**config.mk**
```make
export PLATFORM = sky130hd
export DESIGN_NAME = cpu6_ifetch
export DESIGN_NICKNAME = d
export VERILOG_FILES = /design/src/rtl/cpu6_ifetch.sv
export SDC_FILE = /design/constraint.sdc
export NUM_CORES = 1
export LEC_CHECK = 0
export BUFFER_PORTS_ARGS = -buffer_cell sky130_fd_sc_hd__clkbuf_2
export CAP_MARGIN = 20
export CORE_MARGIN = 3
export CORE_UTILIZATION = 50
export CTS_CLUSTER_DIAMETER = 40
export CTS_CLUSTER_SIZE = 28
export DETAILED_ROUTE_END_ITERATION = 10
export PLACE_DENSITY = 0.72
export SYNTH_ARGS = -nofsm -noshare
export SYNTH_HDL_FRONTEND = slang
export SYNTH_SLANG_ARGS = --single-unit
```
**constraint.sdc**
```tcl
create_clock -name clk -period 6.6 [get_ports clk]
set_clock_uncertainty 0.2 [all_clocks]
set_input_delay 1.32 -clock clk [delete_from_list [all_inputs] [get_ports clk]]
set_output_delay 1.32 -clock clk [all_outputs]
set_load 0.01 [all_outputs]
```
**src/rtl/cpu6_ifetch.sv**
```systemverilog
// cpu6 instruction-fetch stage: owns the fetch PC and issues in-order word requests.
// Returned words are buffered with their PCs and presented to EX as pcE/instrE/validE.
// On a redirect, the stage flushes the FIFO and discards the responses still in flight.
module cpu6_ifetch #(
  parameter int unsigned     XLEN     = 32,
  parameter logic [XLEN-1:0] RESET_PC = '0,
  parameter int unsigned     DEPTH    = 2
) (
  input  logic            clk,
  input  logic            reset,
  output logic            imem_req_valid,
  output logic [XLEN-1:0] imem_req_addr,
  input  logic            imem_req_ready,
  input  logic            imem_rsp_valid,
  input  logic [XLEN-1:0] imem_rsp_instr,
  input  logic            stallE,
  input  logic            pcsrcE,
  input  logic [XLEN-1:0] pcnextE,
  input  logic            redirect_excp,
  input  logic [XLEN-1:0] redirect_excp_pc,
  input  logic            halt,
  output logic            validE,
  output logic [XLEN-1:0] pcE,
  output logic [XLEN-1:0] instrE,
  output logic            idle
);

  localparam int unsigned AW = (DEPTH > 1) ? $clog2(DEPTH) : 1;
  localparam int unsigned CW = $clog2(DEPTH + 1);

  logic [XLEN-1:0] fetch_pc;
  logic [CW-1:0]   inflight;
  logic [CW-1:0]   drop;
  logic [CW-1:0]   count;
  logic [AW-1:0]   aq_rd;
  logic [AW-1:0]   aq_wr;
  logic [AW-1:0]   fq_rd;
  logic [AW-1:0]   fq_wr;
  logic [XLEN-1:0] aq_mem  [DEPTH];
  logic [XLEN-1:0] pc_mem  [DEPTH];
  logic [XLEN-1:0] ins_mem [DEPTH];

  logic            redir;
  logic            rsp;
  logic            keep;
  logic            pop;
  logic            accept;
  logic [XLEN-1:0] target;
  logic [CW:0]     used;

  // Issue credit, redirect target, and output presentation.
  // A FIFO slot being popped this cycle is counted as free, so DEPTH=2 sustains one per cycle.
  always_comb begin
    redir          = redirect_excp | pcsrcE;
    target         = redirect_excp ? redirect_excp_pc : pcnextE;
    target[1:0]    = 2'b00;
    validE         = (count != '0);
    pop            = validE & ~stallE & ~redir;
    rsp            = imem_rsp_valid & (inflight != '0);
    keep           = rsp & (drop == '0) & ~redir;
    used           = (CW+1)'(inflight) + (CW+1)'(count) - (CW+1)'(pop);
    imem_req_valid = reset & ~halt & ~redir & (used < (CW+1)'(DEPTH));
    accept         = imem_req_valid & imem_req_ready;
    imem_req_addr  = fetch_pc;
    pcE            = validE ? pc_mem[fq_rd] : '0;
    instrE         = validE ? ins_mem[fq_rd] : '0;
    idle           = (inflight == '0) & (count == '0);
  end

  // Control state: fetch PC, in-flight and drop counters, queue pointers.
  always_ff @(posedge clk or negedge reset) begin
    if (!reset) begin
      fetch_pc <= {RESET_PC[XLEN-1:2], 2'b00};
      inflight <= '0;
      drop     <= '0;
      count    <= '0;
      aq_rd    <= '0;
      aq_wr    <= '0;
      fq_rd    <= '0;
      fq_wr    <= '0;
    end else begin
      if (redir) begin
        fetch_pc <= target;
      end else if (accept) begin
        fetch_pc <= fetch_pc + XLEN'(4);
      end
      if (accept) begin
        aq_wr <= aq_wr + AW'(1);
      end
      if (rsp) begin
        aq_rd <= aq_rd + AW'(1);
      end
      inflight <= inflight + CW'(accept) - CW'(rsp);
      if (redir) begin
        drop <= inflight - CW'(rsp);
      end else if (rsp && (drop != '0)) begin
        drop <= drop - CW'(1);
      end
      if (redir) begin
        count <= '0;
        fq_rd <= '0;
        fq_wr <= '0;
      end else begin
        if (keep) begin
          fq_wr <= fq_wr + AW'(1);
        end
        if (pop) begin
          fq_rd <= fq_rd + AW'(1);
        end
        count <= count + CW'(keep) - CW'(pop);
      end
    end
  end

  // Storage for the address queue and the instruction FIFO.
  always_ff @(posedge clk) begin
    if (accept) begin
      aq_mem[aq_wr] <= fetch_pc;
    end
    if (keep) begin
      pc_mem[fq_wr]  <= aq_mem[aq_rd];
      ins_mem[fq_wr] <= imem_rsp_instr;
    end
  end

endmodule

```
==> results of run 1 <==
final timing paths:
check / startpoint / to / slack (ns) / cells past startpoint
hold / removal: aq_wr$_DFFE_PN0N_ / aq_wr$_DFFE_PN0N_ / 0.32 / 1
min in group asynchronous: reset / imem_req_addr[2]$_DFFE_PN0P_ / 0.64 / 2
setup / recovery: pcsrcE / imem_req_valid / 1.34 / 11
hold reg to reg: aq_wr$_DFFE_PN0N_ / aq_wr$_DFFE_PN0N_ / 0.32 / 1
setup reg to reg: count[0]$_DFF_PN0_ / aq_mem[1][25]$_DFFE_PP_ / 3.10 / 10
max in group asynchronous: reset / fq_rd$_DFFE_PN0P_ / 5.12 / 2
kinds of logic (layout without fill, tap and decap cells):
family / count (synthesis) / count (layout) / share of synthesized area [%]
AO/OA/AOI/OAI: 71 / 71 / 4.53
AND/OR/NAND/NOR: 188 / 188 / 9.74
other: 1 / 4 / 0.0391
flip-flops: 224 / 224 / 68.1
multiplexers: 112 / 112 / 12.1
XOR/XNOR: 22 / 22 / 2.09
adder cells (fa/ha/maj): 9 / 9 / 1.25
buffers and inverters: 48 / 278 / 2.17
synthesized netlist by cell type (all sizes together), types with 3 or more instances:
cell type	count	area (um^2)
and3	7	43.8
nor2	91	342
nor2b	5	31.3
nand3	12	65.1
mux2i	80	801
mux2	32	360
inv	13	48.8
o21ai	20	100
buf	20	101
xnor2	13	121
a211oi	3	22.5
nor4	7	86.3
nand4	16	100
nand2	29	109
o311ai	3	26.3
clkbuf	15	57.6
ha	8	100
dfrtp	40	1000
nor3	7	51.3
nand2b	3	18.8
a21oi	20	100
xor2	9	78.8
o22ai	11	68.8
edfxtp	184	5530
and2	5	31.3
metal layers:
metal / up-vias / GRT usage, % / part of all wire [%]
met3: 32 / 3.64 / 7.6
met5: - / 0 / 0
met4: 0 / 5.60 / 2.0
li1: 2949 / - / -
met2: 242 / 32.7 / 48
met1: 2950 / 27.0 / 43
layout make-up:
class | count | area share [%]
multi-input combinational | 406 | 24.2
clock buffer | 32 | 6.54
inverter | 13 | 0.409
sequential | 224 | 54.8
timing repair buffer | 207 | 9.07
clock inverter | 26 | 2.51
tap | 234 | 2.46
per-stage QoR:
stage | util [%] | power, W | cell area (um^2) | worst slack, ns
floorplan | - | 0.00202 | 9600 | 1.15
finish | 63.5 | 0.00382 | 11900 | 1.34
CTS | 63.4 | 0.00387 | 11900 | 1.35
global placement | 57.7 | 0.00217 | 10800 | 1.43
detailed placement | 57.7 | 0.00219 | 10800 | 1.35
global route | 63.5 | 0.00398 | 11900 | 1.22
registers in the layout (all words and copies together) (netlist names):
| name | count |
|---|---|
| aq_mem | 60 |
| aq_rd | 1 |
| aq_wr | 1 |
| count | 2 |
| drop | 2 |
| fq_rd | 1 |
| fq_wr | 1 |
| imem_req_addr | 30 |
| inflight | 2 |
| ins_mem | 64 |
| pc_mem | 60 |
worst max-delay path, cell delays in order:
cell and delay [ns]:
sky130_fd_sc_hd__clkbuf_2 0.08, sky130_fd_sc_hd__or2_0 0.20, sky130_fd_sc_hd__buf_4 0.21, sky130_fd_sc_hd__nor3_1 0.21
sky130_fd_sc_hd__ha_1 0.26, sky130_fd_sc_hd__inv_1 0.08, sky130_fd_sc_hd__nand2_1 0.07, sky130_fd_sc_hd__fa_1 0.41
sky130_fd_sc_hd__xnor2_2 0.25, sky130_fd_sc_hd__nor4_1 0.42, sky130_fd_sc_hd__clkbuf_2 0.21
power breakdown:
part / internal, W / leakage [nW] / total, W / switching [W]
logic: 0.000203 / 1.89 / 0.000446 / 0.000243
registers: 0.00163 / 2.13 / 0.00171 / 0.0000779
clock network: 0.00101 / 0.528 / 0.00167 / 0.000656
==> impl_metrics.yaml, run 1 <==
cells_and_area:
  most-common-layout-cells: "sky130_fd_sc_hd__clkbuf_2 (194), sky130_fd_sc_hd__edfxtp_1 (184), sky130_fd_sc_hd__nor2_1 (88)"
  sequential_cell_area_mm2: 0.00653
  multi_input_comb_area_mm2: 0.00289
  stdcell_count: 1142
  syn2layout_area_growth_pct: 24.3
  layout_commonest_cell: "sky130_fd_sc_hd__clkbuf_2"
  drive_gt1_share_pct: 34.1
  fill_cells: 1431
  antennaDiodeCount: 0
  final_nets: 996
clock_network:
  cts_inserted_buffers: 31
  cts_tree: "done"
  cts_hold_repair.buffers: 0
  clk_transition_reported_paths_ns: 0.06
  cts.sinks: 224
  worst_skew_pair.late_latency_ns: 0.54
  ctsRootBufferMaster: "sky130_fd_sc_hd__clkbuf_16"
  clock_tree.buffer_depth: 3
  post-cts-setup-buffers: 0
  postCtsResizedCells: 0
  level_count_of_the_clock_h_tree: 1
yosys:
  synth_seq_area_share_pct: 68.1
  syn-cell-area_mm2: 0.00959
  synth_seq_cells: 224
  netlist-cell-type-count: 54
  synthesis.yosys.warnings: 0
  synthesis.instances: 675
  postSynth.topFlopCell: "sky130_fd_sc_hd__edfxtp_1"
  postSynth.asyncResetShare_pct: 17.9
  synthesis.area_per_instance_um2: 14.2
  synth_enable_flop_cells: 184
floorplanning:
  std_cell_rows: 50
  num_io_pins: 203
  die_area_mm2: 0.0209
  die_w_um: 144
  initial_core_util_pct: 51.1
  core-area_mm2: 0.0188
  chipHeight_um: 144
power:
  vdd_drop_max_mv: 0.217
  power.static_leakage_nw: 4.54
  pwr_density_cell_mw_per_mm2: 321
routing:
  drcViolationCount: 0
  drt-wirelength-per-cell_um: 18.3
  firstDrtPassIters: 5
  detail_route.wirelength_mm: 20.9
  first_iter_violations: 362
  ant_nets: 0
  avgViaCountPerCell: 5.41
  route.vias.total: 6173
sta:
  timing_worst_slew_pin_value_ns: 0.892
  achievable-frequency_ghz: 0.190
  worst_slew_margin_rel_pct: 40.5
  grt_setup_unrepaired: "no"
  finalSetupTns_ns: 0
  setup-violations-final: 0
  worst_hold_slack_ns: 0.317
  timing.final.hold_violations: 0
  timing_max_transition_violations_final: 0
  period_share_pct: 79.7
  finalCriticalPeriod_ns: 5.26
flow_run:
  drv.max_cap_violation_count: 0
global_routing:
  grt_pass1_wl_mm: 32.2
  overflow_left_after_global_routing: 0
  grt_max_degree: 66
  antenna_found_initial: 0
  grt_usage_pct: 19.8
  grt_pass1_vias: 5999
setup_path:
  timing.critical_path.arrival_ns: 3.74
  worst_setup_path_end_kind: "output port"
  timing.critical_path.fanout_max: 16
  criticalPathCategory: "primary input to output port"
  crit_required_ns: 5.08
  start_kind: "primary input"
place:
  post-place-cells: 1083
  gp_congestion: 0.817
  port_bufs: 194
  hpwlAfterDp_mm: 13.7
status:
  status: "completed"
hold_path:
  worstHoldPathType: "register to register"
Power figures use the tool's default switching activity.
==> run 2, diff against run 1 <==
==> constraint.sdc (replaced) <==
create_clock -name clk -period 5.2 [get_ports clk]
set_clock_uncertainty 0.2 [all_clocks]
set_input_delay 1.04 -clock clk [delete_from_list [all_inputs] [get_ports clk]]
set_output_delay 1.04 -clock clk [all_outputs]
set_load 0.01 [all_outputs]
==> run 2 against run 1 <==
First-iteration DRC count fell by 2.5%. Critical path type unchanged. Clock-buffer cell count did not move. Die area stayed put. Global-route usage is 0.26 points lower. Highest routed layer unchanged. Combinational power rose by 30%. Sequential cell count unchanged. Power rose by 29%. Largest cell class unchanged. Design area is 0.63% higher. Critical path depth down 1. Utilization increased by 0.40 points. Via count up 1.3%. Hold slack worse by 0.17 ns.
==> impl_metrics.yaml, run 2 (synthesis gave the netlist of run 1 again) <==
clock_network:
  postCtsResizedCells: 0
  cts_inserted_buffers: 31
  level_count_of_the_clock_h_tree: 1
  clk_transition_reported_paths_ns: 0.06
  worst_skew_pair.late_latency_ns: 0.55
  cts.sinks: 224
  cts_hold_repair.buffers: 0
  post-cts-setup-buffers: 0
  clock_tree.buffer_depth: 3
  cts_tree: "done"
  ctsRootBufferMaster: "sky130_fd_sc_hd__clkbuf_16"
floorplanning:
  die_w_um: 144
  num_io_pins: 203
  chipHeight_um: 144
  std_cell_rows: 50
  die_area_mm2: 0.0209
  core-area_mm2: 0.0188
  initial_core_util_pct: 51.1
cells_and_area:
  stdcell_count: 1141
  layout_commonest_cell: "sky130_fd_sc_hd__clkbuf_2"
  largestRegisters: "ins_mem x64, aq_mem x60, pc_mem x60"
  syn2layout_area_growth_pct: 25.1
  antennaDiodeCount: 0
  postLayoutCoreUtil_pct: 63.9
  fill_cells: 1385
  top_register: "ins_mem"
  post-route-cell-area_mm2: 0.0120
  most-common-layout-cells: "sky130_fd_sc_hd__clkbuf_2 (194), sky130_fd_sc_hd__edfxtp_1 (184), sky130_fd_sc_hd__nor2_1 (89)"
  final_nets: 996
  drive_gt1_share_pct: 34.1
  largest_reg_flops: 64
sta:
  timing.final.hold_violations: 0
  finalSetupTns_ns: 0
  period_share_pct: 87.7
  timing_worst_slew_pin_value_ns: 0.824
  setup-violations-final: 0
  grt_setup_unrepaired: "no"
  achievable-frequency_ghz: 0.219
  finalCriticalPeriod_ns: 4.56
  timing_max_transition_violations_final: 0
  worst_slew_margin_rel_pct: 44.9
global_routing:
  grt_max_degree: 66
  grt_pass1_wl_mm: 31.7
  antenna_found_initial: 0
  overflow_left_after_global_routing: 0
  grt_pass1_vias: 5926
  grt_usage_pct: 19.5
routing:
  route.vias.total: 6256
  ant_nets: 0
  detail_route.wirelength_mm: 21.0
  avgViaCountPerCell: 5.48
  drt-wirelength-per-cell_um: 18.4
  firstDrtPassIters: 5
  first_iter_violations: 353
  drcViolationCount: 0
setup_path:
  criticalPathCategory: "primary input to output port"
  r2r.worst_path.cells: 11
  timing.critical_path.arrival_ns: 3.32
  crit_required_ns: 3.96
  worstReg2RegStart: "count[1]$_DFF_PN0_"
  worst_setup_path_end_kind: "output port"
  r2r_setup_slack_ns: 1.74
  r2r-end: "aq_mem[0][21]$_DFFE_PP_"
  timing.critical_path.fanout_max: 8
  start_kind: "primary input"
place:
  gp_congestion: 0.898
  placed_cell_area_mm2: 0.0109
  port_bufs: 194
  hpwlAfterDp_mm: 14.0
  post-place-cells: 1083
power:
  total_power_w: 0.00491
  power.static_leakage_nw: 4.56
  pwr_density_cell_mw_per_mm2: 410
  vdd_drop_max_mv: 0.231
status:
  status: "completed"
flow_run:
  drv.max_cap_violation_count: 0
hold_path:
  worstHoldPathType: "primary input to async pin"
-- run 2: critical path, cell delays in order --
cell	delay [ns]
sky130_fd_sc_hd__clkbuf_2	0.09
sky130_fd_sc_hd__or2_0	0.26
sky130_fd_sc_hd__nor3_1	0.20
sky130_fd_sc_hd__ha_1	0.26
sky130_fd_sc_hd__inv_1	0.08
sky130_fd_sc_hd__nand2_1	0.07
sky130_fd_sc_hd__fa_1	0.42
sky130_fd_sc_hd__xnor2_2	0.25
sky130_fd_sc_hd__nor4_1	0.44
sky130_fd_sc_hd__clkbuf_2	0.21
-- run 2: worst max-delay path by stage --
| stage | startpoint | endpoint | slack (ns) | cells after the start |
|---|---|---|---|---|
| floorplan | pcsrcE | aq_mem[0][10]$_DFFE_PP_ | 0.03 | 12 |
| finish | pcsrcE | imem_req_valid | 0.64 | 10 |
| global route | pcsrcE | imem_req_valid | 0.51 | 10 |
| detailed placement | pcsrcE | imem_req_valid | 0.69 | 10 |
| global placement | pcsrcE | imem_req_valid | 0.77 | 10 |
| CTS | pcsrcE | imem_req_valid | 0.68 | 10 |
-- run 2: per-layer routing --
metal  wire length (um)  up-vias  GRT usage [%]
li1                   -     2948              -
met1               8650     2999           26.3
met2              10100      265           32.0
met3               1720       44           3.87
met4                557        0           6.28
met5                  0        -              0
-- run 2: final cells by class --
type,instances,area [um^2],share of cell area [%]
inverters,13,48.8,0.407
flip-flops and latches,224,6530,54.4
multi-input cells,406,2890,24.1
well taps,234,293,2.44
clock buffers,32,779,6.50
clock inverters,25,319,2.66
repair buffers,207,1140,9.49
-- run 2: per-stage QoR --
stage	hold WS, ns	setup slack [ns]
after floorplan	0.256	0.0322
after global placement	0.261	0.768
after detailed placement	0.272	0.687
after CTS	0.136	0.683
after global routing	0.151	0.512
final	0.150	0.641
-- run 2: report_power, final --
group,internal (W),leakage [nW],total [W],switching [W]
sequential,0.00207,2.13,0.00216,0.0000895
combinational,0.000261,1.90,0.000581,0.000320
clock,0.00137,0.532,0.00217,0.000805
==> run 3, diff against run 2 <==
--- a/config.mk
+++ b/config.mk
@@ -8,11 +8,11 @@
 export BUFFER_PORTS_ARGS = -buffer_cell sky130_fd_sc_hd__clkbuf_2
 export CAP_MARGIN = 20
 export CORE_MARGIN = 3
-export CORE_UTILIZATION = 50
+export CORE_UTILIZATION = 55
 export CTS_CLUSTER_DIAMETER = 40
 export CTS_CLUSTER_SIZE = 28
 export DETAILED_ROUTE_END_ITERATION = 10
-export PLACE_DENSITY = 0.72
+export PLACE_DENSITY = 0.78
 export SYNTH_ARGS = -nofsm -noshare
 export SYNTH_HDL_FRONTEND = slang
 export SYNTH_SLANG_ARGS = --single-unit
==> run 3 against run 2 <==
Setup slack better by 0.15 ns. Die area is 8.7% lower. Utilization is 6.1 points higher. Via count is 1.3% higher. Sequential power hardly changed. Global-route usage is 2.4 points higher. Hold slack worse by 0.0075 ns. First-iteration DRC count is 23% higher. Clock-buffer cell count stayed put. Register-to-register slack worse by 0.18 ns. Clock power is 12% lower.
==> impl_metrics.yaml, run 3 (synthesis gave the netlist of run 1 again) <==
status:
  status: "completed"
cells_and_area:
  sequential_cell_area_mm2: 0.00653
  drive_gt1_share_pct: 33.5
  multi_input_comb_area_mm2: 0.00289
  syn2layout_area_growth_pct: 22.9
  fill_cells: 1200
  final_nets: 994
  post-route-cell-area_mm2: 0.0118
  layout_commonest_cell: "sky130_fd_sc_hd__clkbuf_2"
  postLayoutCoreUtil_pct: 70.1
  top_register: "ins_mem"
  largestRegisters: "ins_mem x64, aq_mem x60, pc_mem x60"
  largest_reg_flops: 64
  most-common-layout-cells: "sky130_fd_sc_hd__clkbuf_2 (194), sky130_fd_sc_hd__edfxtp_1 (184), sky130_fd_sc_hd__nor2_1 (89)"
  antennaDiodeCount: 0
setup_path:
  slowest_stage: "sky130_fd_sc_hd__xnor2_2"
  crit_required_ns: 3.96
  timing.critical_path.arrival_ns: 3.17
  r2r-end: "inflight[1]$_DFF_PN0_"
  r2r.worst_path.cells: 14
  criticalPathCategory: "primary input to output port"
  worstReg2RegStart: "count[1]$_DFF_PN0_"
  r2r_setup_slack_ns: 1.56
  timing.critical_path.fanout_max: 8
  critical_path.most_common_cell: "sky130_fd_sc_hd__clkbuf_2"
  timing.critical_path.buf_inv: 3
  cells_along_the_critical_path: "clkbuf_2, or2_0, nor3_1, ha_1, inv_1, nand2_1, fa_1, xnor2_2, nor4_1, clkbuf_2"
  timing.critical_path.max_delay_family: "adder cells"
  worst_setup_path_end_kind: "output port"
  critical-path-max-stage-delay_ns: 0.50
  start_kind: "primary input"
clock_network:
  clock_tree.buffer_depth: 3
  level_count_of_the_clock_h_tree: 1
  clk_transition_reported_paths_ns: 0.06
  worst_skew_pair.late_latency_ns: 0.53
  ctsRootBufferMaster: "sky130_fd_sc_hd__clkbuf_16"
  cts_inserted_buffers: 29
  postCtsResizedCells: 0
  cts_tree: "done"
  cts_hold_repair.buffers: 0
  post-cts-setup-buffers: 0
  cts.sinks: 224
floorplanning:
  core-area_mm2: 0.0168
  initial_core_util_pct: 57.0
  std_cell_rows: 47
  num_io_pins: 203
  die_area_mm2: 0.0191
  chipHeight_um: 138
  die_w_um: 138
global_routing:
  grt_max_degree: 66
  overflow_left_after_global_routing: 0
  grt_usage_pct: 21.9
  antenna_found_initial: 0
  grt_pass1_wl_mm: 34.0
  grt_pass1_vias: 6353
routing:
  drt-wirelength-per-cell_um: 19.1
  ant_nets: 0
  route.vias.total: 6339
  firstDrtPassIters: 5
  detail_route.wirelength_mm: 21.5
  avgViaCountPerCell: 5.64
  drcViolationCount: 0
  first_iter_violations: 433
power:
  vdd_drop_max_mv: 0.269
  power.share.combinational_pct: 12.6
  cellInternalPower_w: 0.00347
  netSwitchingPower_w: 0.00119
  power.static_leakage_nw: 4.48
  p_clk_share_pct: 40.9
  proportion_of_total_power_due_to_net_switching_pct: 25.5
  total_power_w: 0.00466
  pwr_density_cell_mw_per_mm2: 396
  p_seq_share_pct: 46.5
sta:
  worst_slew_margin_rel_pct: 37.7
  achievable-frequency_ghz: 0.227
  finalSetupTns_ns: 0
  period_share_pct: 84.9
  setup-violations-final: 0
  grt_setup_unrepaired: "no"
  finalCriticalPeriod_ns: 4.41
  timing_worst_slew_pin_value_ns: 0.930
  timing.final.hold_violations: 0
  timing_max_transition_violations_final: 0
place:
  hpwlAfterDp_mm: 14.7
  port_bufs: 194
  gp_congestion: 0.865
  placed_cell_area_mm2: 0.0108
hold_path:
  worstHoldPathType: "primary input to async pin"
flow_run:
  drv.max_cap_violation_count: 0
## run 3: cell types whose count changed in the layout (fill, tap and decap cells not counted)
cell                        previous run  this run
sky130_fd_sc_hd__clkinv_2              1         5
sky130_fd_sc_hd__clkbuf_1              1         3
sky130_fd_sc_hd__clkinv_4              7         3
sky130_fd_sc_hd__buf_12                4         2
sky130_fd_sc_hd__clkinv_8              0         1
sky130_fd_sc_hd__bufinv_16             5         2
sky130_fd_sc_hd__clkinv_1              2         3
sky130_fd_sc_hd__buf_4                 8        11
sky130_fd_sc_hd__inv_8                 4         2
sky130_fd_sc_hd__buf_16                1         0
sky130_fd_sc_hd__clkbuf_16            31        29
## run 3: power groups by stage
| stage | sequential (W) | clock [W] | combinational, W |
|---|---|---|---|
| final | 0.00217 | 0.00191 | 0.000589 |
| after global routing | 0.00218 | 0.00202 | 0.000642 |
| after CTS | 0.00217 | 0.00194 | 0.000591 |
| after detailed placement | 0.00220 | 0 | 0.000584 |
| after global placement | 0.00220 | 0 | 0.000559 |
| after floorplan | 0.00218 | 0 | 0.000392 |
## run 3: how the worst max path moves through the flow
stage	from	endpoint	cells after the start
floorplan	pcsrcE	aq_mem[0][10]$_DFFE_PP_	12
global placement	pcsrcE	inflight[1]$_DFF_PN0_	15
CTS	pcsrcE	imem_req_valid	10
detailed placement	pcsrcE	inflight[1]$_DFF_PN0_	15
finish	pcsrcE	imem_req_valid	10
global route	pcsrcE	imem_req_valid	10
## run 3: per-stage QoR
stage	cells	worst slack (ns)	hold slack (ns)
2_1_floorplan	678	0.0322	0.256
3_3_place_gp	1070	0.797	0.295
3_5_place_dp	1070	0.590	0.306
4_1_cts	1124	0.791	0.125
5_1_grt	1124	0.646	0.117
6_report	1124	0.787	0.142
## run 3: final cells by class
class | count | share of cell area [%]
Multi-Input combinational cell | 406 | 24.5
Tap cell | 220 | 2.34
Sequential cell | 224 | 55.4
Clock buffer | 32 | 6.25
Timing Repair Buffer | 207 | 9.28
Clock inverter | 22 | 1.79
Inverter | 13 | 0.414
## run 3: per-layer routing
| layer | vias to the layer above | part of all wire [%] | GRT usage [%] |
|---|---|---|---|
| li1 | 2932 | - | - |
| met1 | 3082 | 41 | 29.8 |
| met2 | 290 | 49 | 37.1 |
| met5 | - | 0 | 0 |
| met3 | 35 | 7.5 | 4.01 |
| met4 | 0 | 1.8 | 5.25 |
